### src/rtl/add_scheduler.sv
// ============================================================================
// Module   : add_scheduler
// Brief    : Round-robin scheduler sharing one WIDTH-bit carry-select adder
//            between two requesters; wide ops take two chained passes.
//            Define ADD_SCHED_OVF_EN to build the signed-overflow output.
// Revision : 1.0
// ============================================================================
`default_nettype none

module add_scheduler #(
    parameter int WIDTH = 32
) (
    input  logic               clk,
    input  logic               rst,
    input  logic               req0_valid,
    output logic               req0_ready,
    input  logic [2*WIDTH-1:0] req0_a,
    input  logic [2*WIDTH-1:0] req0_b,
    input  logic               req0_sub,
    input  logic               req0_wide,
    input  logic               req1_valid,
    output logic               req1_ready,
    input  logic [2*WIDTH-1:0] req1_a,
    input  logic [2*WIDTH-1:0] req1_b,
    input  logic               req1_sub,
    input  logic               req1_wide,
    output logic               res_valid,
    input  logic               res_ready,
    output logic               res_id,
    output logic [2*WIDTH-1:0] res_sum,
    output logic               res_cout,
    output logic               res_ovf
);

    localparam int c_NBLK = WIDTH / 4;

    typedef enum logic [1:0] {
        IDLE = 2'd0,
        LO   = 2'd1,
        HI   = 2'd2,
        DONE = 2'd3
    } state_t;

    state_t r_state;
    state_t w_next;

    logic [2*WIDTH-1:0] r_a;
    logic [2*WIDTH-1:0] r_b;
    logic               r_sub;
    logic               r_wide;
    logic               r_id;
    logic               r_last;
    logic [2*WIDTH-1:0] r_sum;
    logic               r_cout;

    logic               w_gnt0;
    logic               w_gnt1;
    logic               w_accept;

    logic [WIDTH-1:0]   w_pa;
    logic [WIDTH-1:0]   w_pb;
    logic               w_cin;
    logic [WIDTH-1:0]   w_sum;
    logic               w_cout;

    // ------------------------------------------------------------------
    // FSM and arbitration
    // ------------------------------------------------------------------
    always_ff @(posedge clk) begin
        if (rst) begin
            r_state <= IDLE;
        end else begin
            r_state <= w_next;
        end
    end

    always_comb begin
        w_next   = r_state;
        w_gnt0   = 1'b0;
        w_gnt1   = 1'b0;
        case (r_state)
            IDLE: begin
                // r_last = 1 means requester 1 was granted last, so 0 wins a tie
                if (!rst) begin
                    if (req0_valid && (!req1_valid || r_last)) begin
                        w_gnt0 = 1'b1;
                    end else if (req1_valid) begin
                        w_gnt1 = 1'b1;
                    end
                end
                if (w_gnt0 || w_gnt1) begin
                    w_next = LO;
                end
            end
            LO:      w_next = r_wide ? HI : DONE;
            HI:      w_next = DONE;
            DONE:    w_next = res_ready ? IDLE : DONE;
            default: w_next = IDLE;
        endcase
        w_accept = w_gnt0 | w_gnt1;
    end

    assign req0_ready = w_gnt0;
    assign req1_ready = w_gnt1;

    // ------------------------------------------------------------------
    // Adder operand selection: HI pass uses upper halves and the LO carry
    // ------------------------------------------------------------------
    always_comb begin
        if (r_state == HI) begin
            w_pa  = r_a[2*WIDTH-1:WIDTH];
            w_pb  = r_sub ? ~r_b[2*WIDTH-1:WIDTH] : r_b[2*WIDTH-1:WIDTH];
            w_cin = r_cout;
        end else begin
            w_pa  = r_a[WIDTH-1:0];
            w_pb  = r_sub ? ~r_b[WIDTH-1:0] : r_b[WIDTH-1:0];
            w_cin = r_sub;
        end
    end

    // ------------------------------------------------------------------
    // Carry-select adder: each nibble precomputes both carry-in cases
    // ------------------------------------------------------------------
    logic [4:0] w_s0 [c_NBLK];
    logic [4:0] w_s1 [c_NBLK];

    for (genvar k = 0; k < c_NBLK; k++) begin : g_blk
        assign w_s0[k] = {1'b0, w_pa[4*k +: 4]} + {1'b0, w_pb[4*k +: 4]};
        assign w_s1[k] = {1'b0, w_pa[4*k +: 4]} + {1'b0, w_pb[4*k +: 4]} + 5'd1;
    end

    always_comb begin : carry_select
        logic w_carry;
        w_carry = w_cin;
        w_sum   = '0;
        for (int k = 0; k < c_NBLK; k++) begin
            w_sum[4*k +: 4] = w_carry ? w_s1[k][3:0] : w_s0[k][3:0];
            w_carry         = w_carry ? w_s1[k][4]   : w_s0[k][4];
        end
        w_cout = w_carry;
    end

    // ------------------------------------------------------------------
    // Operand latch and result registers
    // ------------------------------------------------------------------
    always_ff @(posedge clk) begin
        if (rst) begin
            r_a    <= '0;
            r_b    <= '0;
            r_sub  <= 1'b0;
            r_wide <= 1'b0;
            r_id   <= 1'b0;
            r_last <= 1'b1;
            r_sum  <= '0;
            r_cout <= 1'b0;
        end else begin
            if (w_accept) begin
                r_a    <= w_gnt1 ? req1_a    : req0_a;
                r_b    <= w_gnt1 ? req1_b    : req0_b;
                r_sub  <= w_gnt1 ? req1_sub  : req0_sub;
                r_wide <= w_gnt1 ? req1_wide : req0_wide;
                r_id   <= w_gnt1;
                r_last <= w_gnt1;
            end
            if (r_state == LO) begin
                r_sum  <= {{WIDTH{1'b0}}, w_sum};
                r_cout <= w_cout;
            end else if (r_state == HI) begin
                r_sum[2*WIDTH-1:WIDTH] <= w_sum;
                r_cout                 <= w_cout;
            end
        end
    end

`ifdef ADD_SCHED_OVF_EN
    logic r_ovf;
    logic w_ovf;

    assign w_ovf = (w_pa[WIDTH-1] == w_pb[WIDTH-1]) && (w_sum[WIDTH-1] != w_pa[WIDTH-1]);

    always_ff @(posedge clk) begin
        if (rst) begin
            r_ovf <= 1'b0;
        end else if (r_state == LO || r_state == HI) begin
            r_ovf <= w_ovf;
        end
    end

    assign res_ovf = r_ovf;
`else
    assign res_ovf = 1'b0;
`endif

    assign res_valid = (r_state == DONE);
    assign res_id    = r_id;
    assign res_sum   = r_sum;
    assign res_cout  = r_cout;

endmodule

`default_nettype wire

### config.mk
export PLATFORM = sky130hd
export DESIGN_NAME = add_scheduler
export DESIGN_NICKNAME = d
export VERILOG_FILES = /design/src/rtl/add_scheduler.sv
export SDC_FILE = /design/constraint.sdc
export NUM_CORES = 1
export LEC_CHECK = 0
export ABC_AREA = 1
export CELL_PAD_IN_SITES_DETAIL_PLACEMENT = 1
export CELL_PAD_IN_SITES_GLOBAL_PLACEMENT = 1
export CORE_MARGIN = 5
export CORE_UTILIZATION = 33
export CTS_BUF_LIST = sky130_fd_sc_hd__clkbuf_4 sky130_fd_sc_hd__clkbuf_8 sky130_fd_sc_hd__clkbuf_16
export CTS_CLUSTER_SIZE = 14
export DETAILED_ROUTE_END_ITERATION = 12
export PLACE_DENSITY_LB_ADDON = 0.1
export SYNTH_ARGS = -nofsm -noshare
export SYNTH_HDL_FRONTEND = slang
export SYNTH_SLANG_ARGS = --single-unit
### constraint.sdc
create_clock -name clk -period 4.66 [get_ports clk]
set_input_delay 1.165 -clock clk [delete_from_list [all_inputs] [get_ports clk]]
set_output_delay 1.165 -clock clk [all_outputs]
set_load 0.005 [all_outputs]
# --- Word-level counts from Yosys, hierarchy flattened ---
# Index checks and enable logic that the tools add are counted.
# W data, S select, Z words.
word_totals:
  ff_bits: 199
  out_inout_bits: 70
classes:
  reduce_logical: 7
  add_sub_neg: 16
  muxes: 40
  n_bitwise: 3
  n_eq_ne: 4
ops:
  columns: ["operator", "count"]
  rows:
  - ["$mux W32", 4]
  - ["$mux W64", 2]
  - ["$not A32 Y32", 2]
  - ["$add A4 B4 Y5", 8]
  - ["$add A5 B1 Y5 const B", 8]
  - ["$mux W4", 8]
  - ["$mux W1", 23]
  - ["$pmux W2 S4", 1]
  - ["$eq A2 B2 Y1 const B", 2]
  - ["$mux W2", 2]
  - ["$eq A2 B1 Y1 const B", 1]
  - ["$logic_not A2 Y1", 1]
  - ["$logic_or A1 B1 Y1", 2]
  - ["$ne A2 B2 Y1 const B", 1]
  - ["$reduce_bool A2 Y1", 1]
  - ["$reduce_or A2 Y1", 1]
  - ["$logic_and A1 B1 Y1", 1]
  - ["$logic_not A1 Y1", 1]
  - ["$or A1 B1 Y1", 1]

# --- Depth between registers and ports, before layout ---
depth:
  depth_word: 15
  mapped_depth: 32
  mapped_depth_nobuf: 30

# --- Least setup slack after synthesis ---
# Ideal clock, no wire load.
synth_timing:
  path_kind: "register to register"
  from: "register r_state[0]"
  to: "register r_sum[63], in the netlist res_sum[63]"
  t_arrival_ns: 3.960
  setup_time_ns: 0.109
  path_slack_ns: 0.591
  stages_incl_launch_ff: 30
  path_buffers: 3
  required_time_ns: 4.551
  path_cell_list: "dfxtp_1 > inv_1 > ha_1 > inv_2 > clkbuf_1 > clkbuf_1 > clkbuf_1 > nand2_1 > nand2_1 > ha_1 > fa_1 > ha_1 > nand3_1 > nor2_1 > nand3_1 > nand2_1 > nand2_2 > nand2_4 > nand2_4 > nand2_4 > nand3_1 > nand3_2 > nand2_4 > nand2_4 > nand3b_1 > nand3b_1 > nand2_1 > nand2_1 > nand2_1 > inv_1"
synth_via:
  elab_chain_len: 12
  word_cells_on_any_way: 30
synth_lines:
  columns: ["element", "line_no", "text"]
  rows:
  - ["from (decl)", "44", "state_t r_state;"]
  - ["from (signal assigned)", "73", "r_state <= w_next;"]
  - ["$eq A2 B2 Y1", "110, 168", null]
  - ["$mux W32", "110", "if (r_state == HI) begin"]
  - ["$add A4 B4 Y5", "128, 129", null]
  - ["$add A5 B1 Y5", "129", "assign w_s1[k] = {1'b0, w_pa[4*k +: 4]} + {1'b0, w_pb[4*k +: 4]} + 5'd1;"]
  - ["$mux W1 (7 in a row)", "138", "w_carry = w_carry ? w_s1[k][4] : w_s0[k][4];"]
  - ["$mux W4", "137", "w_sum[4*k +: 4] = w_carry ? w_s1[k][3:0] : w_s0[k][3:0];"]
  - ["to (signal assigned)", "166", "r_sum <= {{WIDTH{1'b0}}, w_sum};"]
  - ["to (signal, indexed assignment)", "169", "r_sum[2*WIDTH-1:WIDTH] <= w_sum;"]
  - ["to (decl)", "53", "logic [2*WIDTH-1:0] r_sum;"]
# Several ways; a longest one is shown, not always the timed one.
# A chain may end at the register's enable or synchronous reset.

# --- Final worst setup path ---
layout_timing:
  from: "register r_state[0]"
  to: "register r_sum[62], in the netlist res_sum[62]"
# Same word-level chain as after synthesis.

==> results.json <==
{
  "outcome": "completed",
  "hold_viol": 0,
  "io_buffers": 333,
  "rows": 65,
  "cts_tree": "yes",
  "drc": 0,
  "globalplace.congestion": 0.820,
  "min_period_over_period": 0.902,
  "start_util": 0.335,
  "synthTopCellsByArea": "dfxtp_1, nand2_1, a31oi_1",
  "slew_headroom": 0.217,
  "postCtsSetupRepairBufs": 0,
  "synthArstFlopShare": 0,
  "wl_per_cell_um": 18.5,
  "worst_pin_slew_ns": 1.17,
  "dpl-instance-area_um2": 14300,
  "cap_violations": 0,
  "core_area_um2": 31700,
  "setup_violations": 0,
  "irDropWorstVdd_mv": 0.276,
  "grt.total_usage": 0.227,
  "detailed_place_hpwl_mm": 31.9,
  "hold_class": "reg -> reg",
  "crit_required_ns": 5.00,
  "nNetsFinal": 2128,
  "drt-total-wl_mm": 41.3,
  "synth.yosys.seq_area_share": 0.375,
  "clkLatencyLatePin_ns": 0.45,
  "r2r_start": "r_state[0]$_SDFFE_PP0P_",
  "htree_levels": 4,
  "clock_sinks": 199,
  "finClkSkew_ns": 0.0168,
  "drtAntennaViolNets": 0,
  "ys_types": 36,
  "synth_edf_count": 0,
  "synth_top_area_share": 0.375,
  "die_area_um2": 35900,
  "syn_area_um2": 10600,
  "final_cell_area_um2": 14900,
  "startpoint_type": "flip-flop",
  "rsz0062_at_grt": "no",
  "cellLeakagePower_nw": 6.33,
  "crit_path_max_fanout": 24,
  "slew_viol_final": 0,
  "cts_buffer_depth": 2,
  "die_h_um": 190,
  "yosysTopAreaCell": "dfxtp_1",
  "yosys_warnings": 0,
  "min_from": "r_last$_SDFFE_PP1P_",
  "multi_input_area_um2": 5980,
  "syn_to_final_growth_pct": 40.3,
  "power_density_nw_per_um2": 423,
  "clk_pin_slew_ns": 0.08,
  "cts_resized": 0,
  "grt_pass1_vias": 11677,
  "grt_first_pass_wirelength_mm": 64.1,
  "drt_iter0_markers": 428,
  "io_pins": 335,
  "yosysMostFrequentCell": "nand2_1",
  "syn_area_per_cell_um2": 6.94,
  "syn_nets": 1850,
  "critPathLaunch": "r_state[0]$_SDFFE_PP0P_",
  "cts_root_buf": "clkbuf_16",
  "dr_total_vias": 10916,
  "cp.arrival_ns": 4.55,
  "cts_hold_buf": 0,
  "drive_above_1_share": 0.0422,
  "firstDrtPassIters": 4,
  "grt_max_degree": 104,
  "routed_via_density": 4.90,
  "endpoint_kind": "flip-flop",
  "critical_path_class": "reg -> reg",
  "synth_commonest_cells": "nand2_1, dfxtp_1, a31oi_1",
  "fillers": 3964,
  "grt_overflow": 0,
  "synthCells": 1533,
  "ys_ff_latch": 199,
  "die_x_um": 190,
  "final.setup.tns_ns": 0,
  "antenna_found_initial": 6,
  "synth_flop_cell": "dfxtp_1",
  "regArea_um2": 3990,
  "fmax_mhz": 238,
  "holdWs_ns": 0.464,
  "fin_crit_ns": 4.20,
  "cts_made_buffers": 17
}
[report_power, final]
| group | internal [mW] | switching, mW | total (mW) |
|---|---|---|---|
| combinational | 1.06 | 1.51 | 2.57 |
| clock | 0.789 | 0.782 | 1.57 |
| sequential | 1.99 | 0.183 | 2.17 |
[layout make-up]
cell class                 count  area share
tap                          402      0.0337
clock inverter                14      0.0119
antenna                        3    0.000503
multi-input combinational   1147       0.400
sequential                   199       0.267
inverter                      96      0.0243
clock buffer                  18      0.0294
timing repair buffer         350       0.233
[through the flow]
step                      utilization  power, mW  setup WS, ns  cells
after floorplan                     -       3.66         0.591   1533
after global placement          0.451       4.74         0.572   2194
after detailed placement        0.451       4.81         0.460   2194
after CTS                       0.470       6.40         0.425   2226
after global routing            0.470       6.74        0.0856   2229
final                           0.470       6.31         0.456   2229
[worst max-delay path, cell delays in order, from the launching register on]
cell and delay (ns):
dfxtp_1 0.40, inv_1 0.13, ha_4 0.19, inv_2 0.31
nand2_1 0.10, nand2_1 0.09, xor2_1 0.07, ha_1 0.23
fa_1 0.53, ha_1 0.16, nand3_1 0.12, nor2_1 0.15
nand3_1 0.10, nand2_1 0.10, nand2_2 0.12, nand2_4 0.10
nand3_2 0.13, nand3_1 0.17, nand3_2 0.15, nand2_4 0.15
nand2_4 0.07, nand3b_1 0.18, nand3b_1 0.10, nand2_1 0.09
nand2_1 0.06, nand2_1 0.08, inv_1 0.03
[flip-flops by register name, indices dropped and copies added, names as in the netlist]
register,flops
r_a,64
r_b,64
res_sum,64
r_state,2
r_last,1
r_sub,1
r_wide,1
res_cout,1
res_id,1
[logic make-up (layout without fill, tap and decap cells)]
group | count (synthesis) | in the layout | share of synthesized area
buf+inv | 187 | 478 | 0.0665
fa+ha+maj | 52 | 52 | 0.0668
mux | 3 | 3 | 0.00282
other cells | 1 | 4 | 0.000353
flops | 199 | 199 | 0.375
xor+xnor | 69 | 69 | 0.0568
simple gates | 790 | 790 | 0.297
compound gates | 232 | 232 | 0.136
[per-layer routing]
layer | vias to the layer above | GRT usage | wire length (µm)
li1 | 5532 | - | -
met1 | 5064 | 0.275 | 17900
met2 | 261 | 0.394 | 19700
met3 | 53 | 0.0593 | 2480
met4 | 6 | 0.0715 | 1100
met5 | - | 0 | 29
[layout by cell type, fill, tap and decap left out, types with 3 or more instances in the layout]
cell type,Yosys,routed
dfxtp_1,199,198
a22o_1,17,17
xnor2_1,14,14
buf_4,1,17
diode_2,0,3
xor2_1,55,55
mux2i_1,3,3
o21ai_0,40,40
nor2_1,64,61
clkdlybuf4s50_1,0,332
nand3_1,54,54
clkbuf_16,0,17
a21oi_1,17,17
nand2_4,7,7
nand2_1,644,644
a31oi_1,138,138
o211ai_1,10,10
inv_1,92,91
ha_1,44,43
nand3b_1,4,4
fa_1,8,8
or2_2,4,4
nand2_2,3,3
inv_6,0,5
clkinv_8,0,4
nand3_2,4,4
a21o_1,4,4
inv_2,3,3
[final timing paths]
| path | endpoint | slack [ns] | cells past startpoint |
|---|---|---|---|
| min reg2reg | r_last$_SDFFE_PP1P_ | 0.46 | 2 |
| max reg2reg | res_sum[62]$_SDFFE_PP0P_ | 0.46 | 26 |
| min | r_last$_SDFFE_PP1P_ | 0.46 | 2 |
| max | res_sum[62]$_SDFFE_PP0P_ | 0.46 | 26 |
Power figures use the tool's default switching activity.
==> RTL change (same flow settings) <==
Build with the macro `ADD_SCHED_OVF_EN` defined.
--- a/src/rtl/add_scheduler.sv
+++ b/src/rtl/add_scheduler.sv
@@ -6,6 +6,8 @@
 // Revision : 1.0
 // ============================================================================
 `default_nettype none
+
+`define ADD_SCHED_OVF_EN
 
 module add_scheduler #(
     parameter int WIDTH = 32
Check against the original RTL: not equivalent (a bounded check fails within 4 cycles, from zero or initial values and one cycle with rst high).
==> RTL change against the unedited design <==
  * Setup slack worse by 0.032 ns
  * Count of clock-buffer cells in the layout stayed put
  * Critical path type unchanged
  * Power is 10% higher
  * Core utilization is 0.25 points higher
  * Routed wire length is 2.4% higher
  * Area after synthesis is 0.47% higher
  * Sequential cell count is 1 higher
  * Final area is 0.79% higher
==> RTL change: results (changes against the unedited design) <==
STATUS
----------------------------------------------------------------------------------------------------
Outcome                                                                                 finished clean

YOSYS
----------------------------------------------------------------------------------------------------
Netlist cell types                                                                                37   +2.8%
Syn Nets                                                                                        1856   +0.32%
Share of synthesized area occupied by flip-flops and latches                                   37.5%   about the same
Ranking of synthesized cells by area                                                    sky130_fd_sc_hd__dfxtp_1, sky130_fd_sc_hd__nand2_1, sky130_fd_sc_hd__a31oi_1
Ranking of synthesized cells by instance count                                          sky130_fd_sc_hd__nand2_1, sky130_fd_sc_hd__dfxtp_1, sky130_fd_sc_hd__a31oi_1, sky130_fd_sc_hd__inv_1, sky130_fd_sc_hd__clkbuf_1
Top FF cell, synth                                                                      sky130_fd_sc_hd__dfxtp_1

DETAILED ROUTING
----------------------------------------------------------------------------------------------------
Wire per inst                                                                                18.6 um   +0.59%
Violation count after the first detailed-route iteration                                         499   +17%
Pre-antenna DRT Iters                                                                              5   +1
Drt via density                                                                                 4.91   +0.29%

PLACED DESIGN
----------------------------------------------------------------------------------------------------
Routability-driven placement congestion ratio                                                  0.842   +2.6%
Number of input and output port buffers inserted                                                 334   +0.30%
Estimated wirelength of the detail-placed design                                            33500 um   +5.0%

PWR
----------------------------------------------------------------------------------------------------
Leakage power                                                                                6.47 nW   +2.1%
Maximum vdd ir drop                                                                       0.000305 V   +10%

TIMING
----------------------------------------------------------------------------------------------------
Worst Max-Slew Pin Slew                                                                     0.827 ns   -0.347 ns
Worst clock skew on the final layout                                                       0.0194 ns   +0.00253 ns

CTS
----------------------------------------------------------------------------------------------------
Clock-pin slew reported for the worst setup and hold paths after clock tree synthesis        0.08 ns   about the same
Total CTS buffers                                                                                 17   unchanged

GLOBAL ROUTE
----------------------------------------------------------------------------------------------------
Number of antenna violations at the first check in global routing                                  4   -2
Overall global routing resource usage                                                          23.0%   +0.33 points
Number of global-route vias before repair                                                      11600   -0.35%
Largest net degree at the start of global routing                                                133   +28%
Global-route wire length before repair                                                      65600 um   +2.3%

LAYOUT
----------------------------------------------------------------------------------------------------
Ratio of cells with drive above 1 in the final layout                                          4.31%   +0.091 points
Layout net count                                                                                2136   +0.38%
Filler cell count                                                                               3941   -0.58%

SETUP PATH
----------------------------------------------------------------------------------------------------
Arrival time of the worst setup path                                                         4.58 ns   +0.03 ns
Critical path fanouts, max                                                                        21   -13%
Worst path top cell family by delay                                                     simple AND/OR/NAND/NOR gates

HOLD PATH
----------------------------------------------------------------------------------------------------
Launch point of the worst hold path                                                     res_sum[17]$_SDFFE_PP0P_

[RTL change: cell count changes in the layout (fill, tap and decap cells not counted), moves of 3 or more]
cell                       change
sky130_fd_sc_hd__nand3b_1      -3
sky130_fd_sc_hd__nand2_1       -7
sky130_fd_sc_hd__a31oi_1       -8
sky130_fd_sc_hd__o22ai_1       +4
sky130_fd_sc_hd__nand2_4       -3
sky130_fd_sc_hd__buf_4         -4
sky130_fd_sc_hd__inv_1        +13
sky130_fd_sc_hd__a22o_1        +4
sky130_fd_sc_hd__nand3_1       -7
sky130_fd_sc_hd__o21ai_0       +6
sky130_fd_sc_hd__nand2_2       +3
sky130_fd_sc_hd__buf_12        +3
sky130_fd_sc_hd__a21oi_1       +6
[RTL change: metrics by stage]
stage          power [W]  instance area [sq um]  cells  setup slack, ns  hold slack [ns]
2_1_floorplan    0.00407                  10700   1539            0.507            0.424
3_3_place_gp     0.00536                  14400   2235            0.533            0.442
3_5_place_dp     0.00545                  14400   2235            0.340            0.455
4_1_cts          0.00702                  15000   2267            0.310            0.475
5_1_grt          0.00745                  15000   2270           0.0438            0.499
6_report         0.00696                  15000   2270            0.424            0.467
[RTL change: power by group]
group | switching [W] | internal, W | leakage (nW)
combinational | 0.00184 | 0.00126 | 4.54
clock | 0.000779 | 0.000773 | 0.293
sequential | 0.000253 | 0.00205 | 1.63
total | 0.00288 | 0.00408 | 6.47
[RTL change: what timing repair did]
action                     in CTS  in global routing
resized for setup               0                  3
setup endpoints to repair       0                  2
setup buffers                   0                  0
[RTL change: final timing paths]
check,slack [ns],depth (start not counted),end
setup / recovery,0.42,29,res_sum[61]$_SDFFE_PP0P_
hold / removal,0.47,2,res_sum[17]$_SDFFE_PP0P_
setup reg to reg,0.42,29,res_sum[61]$_SDFFE_PP0P_
hold reg to reg,0.47,2,res_sum[17]$_SDFFE_PP0P_
[RTL change: cells by family after synthesis]
kind of cell    count (synthesis)  share of synthesized area [%]
compound gates                241                           14.0
xor+xnor                       69                           5.66
fa+ha+maj                      52                           6.65
buf+inv                       197                           7.00
flops                         200                           37.5
mux                             3                          0.281
simple gates                  777                           28.9
[RTL change: layout make-up]
type / instances / share of cell area [%]
diodes: 3 / 0.0499
multi-input cells: 1142 / 39.7
flip-flops and latches: 200 / 26.6
well taps: 435 / 3.62
repair buffers: 350 / 23.3
clock inverters: 14 / 1.06
inverters: 108 / 2.75
clock buffers: 18 / 2.88
[RTL change: layer usage]
| metal | share of wire (%) | vias up | global-route usage (%) | wire [um] |
|---|---|---|---|---|
| met5 | 0.031 | - | 0 | 13 |
| met4 | 1.5 | 2 | 5.26 | 651 |
| met3 | 4.8 | 34 | 4.73 | 2040 |
| met2 | 47 | 237 | 39.0 | 20000 |
| met1 | 46 | 5334 | 30.3 | 19600 |
| li1 | - | 5542 | - | - |
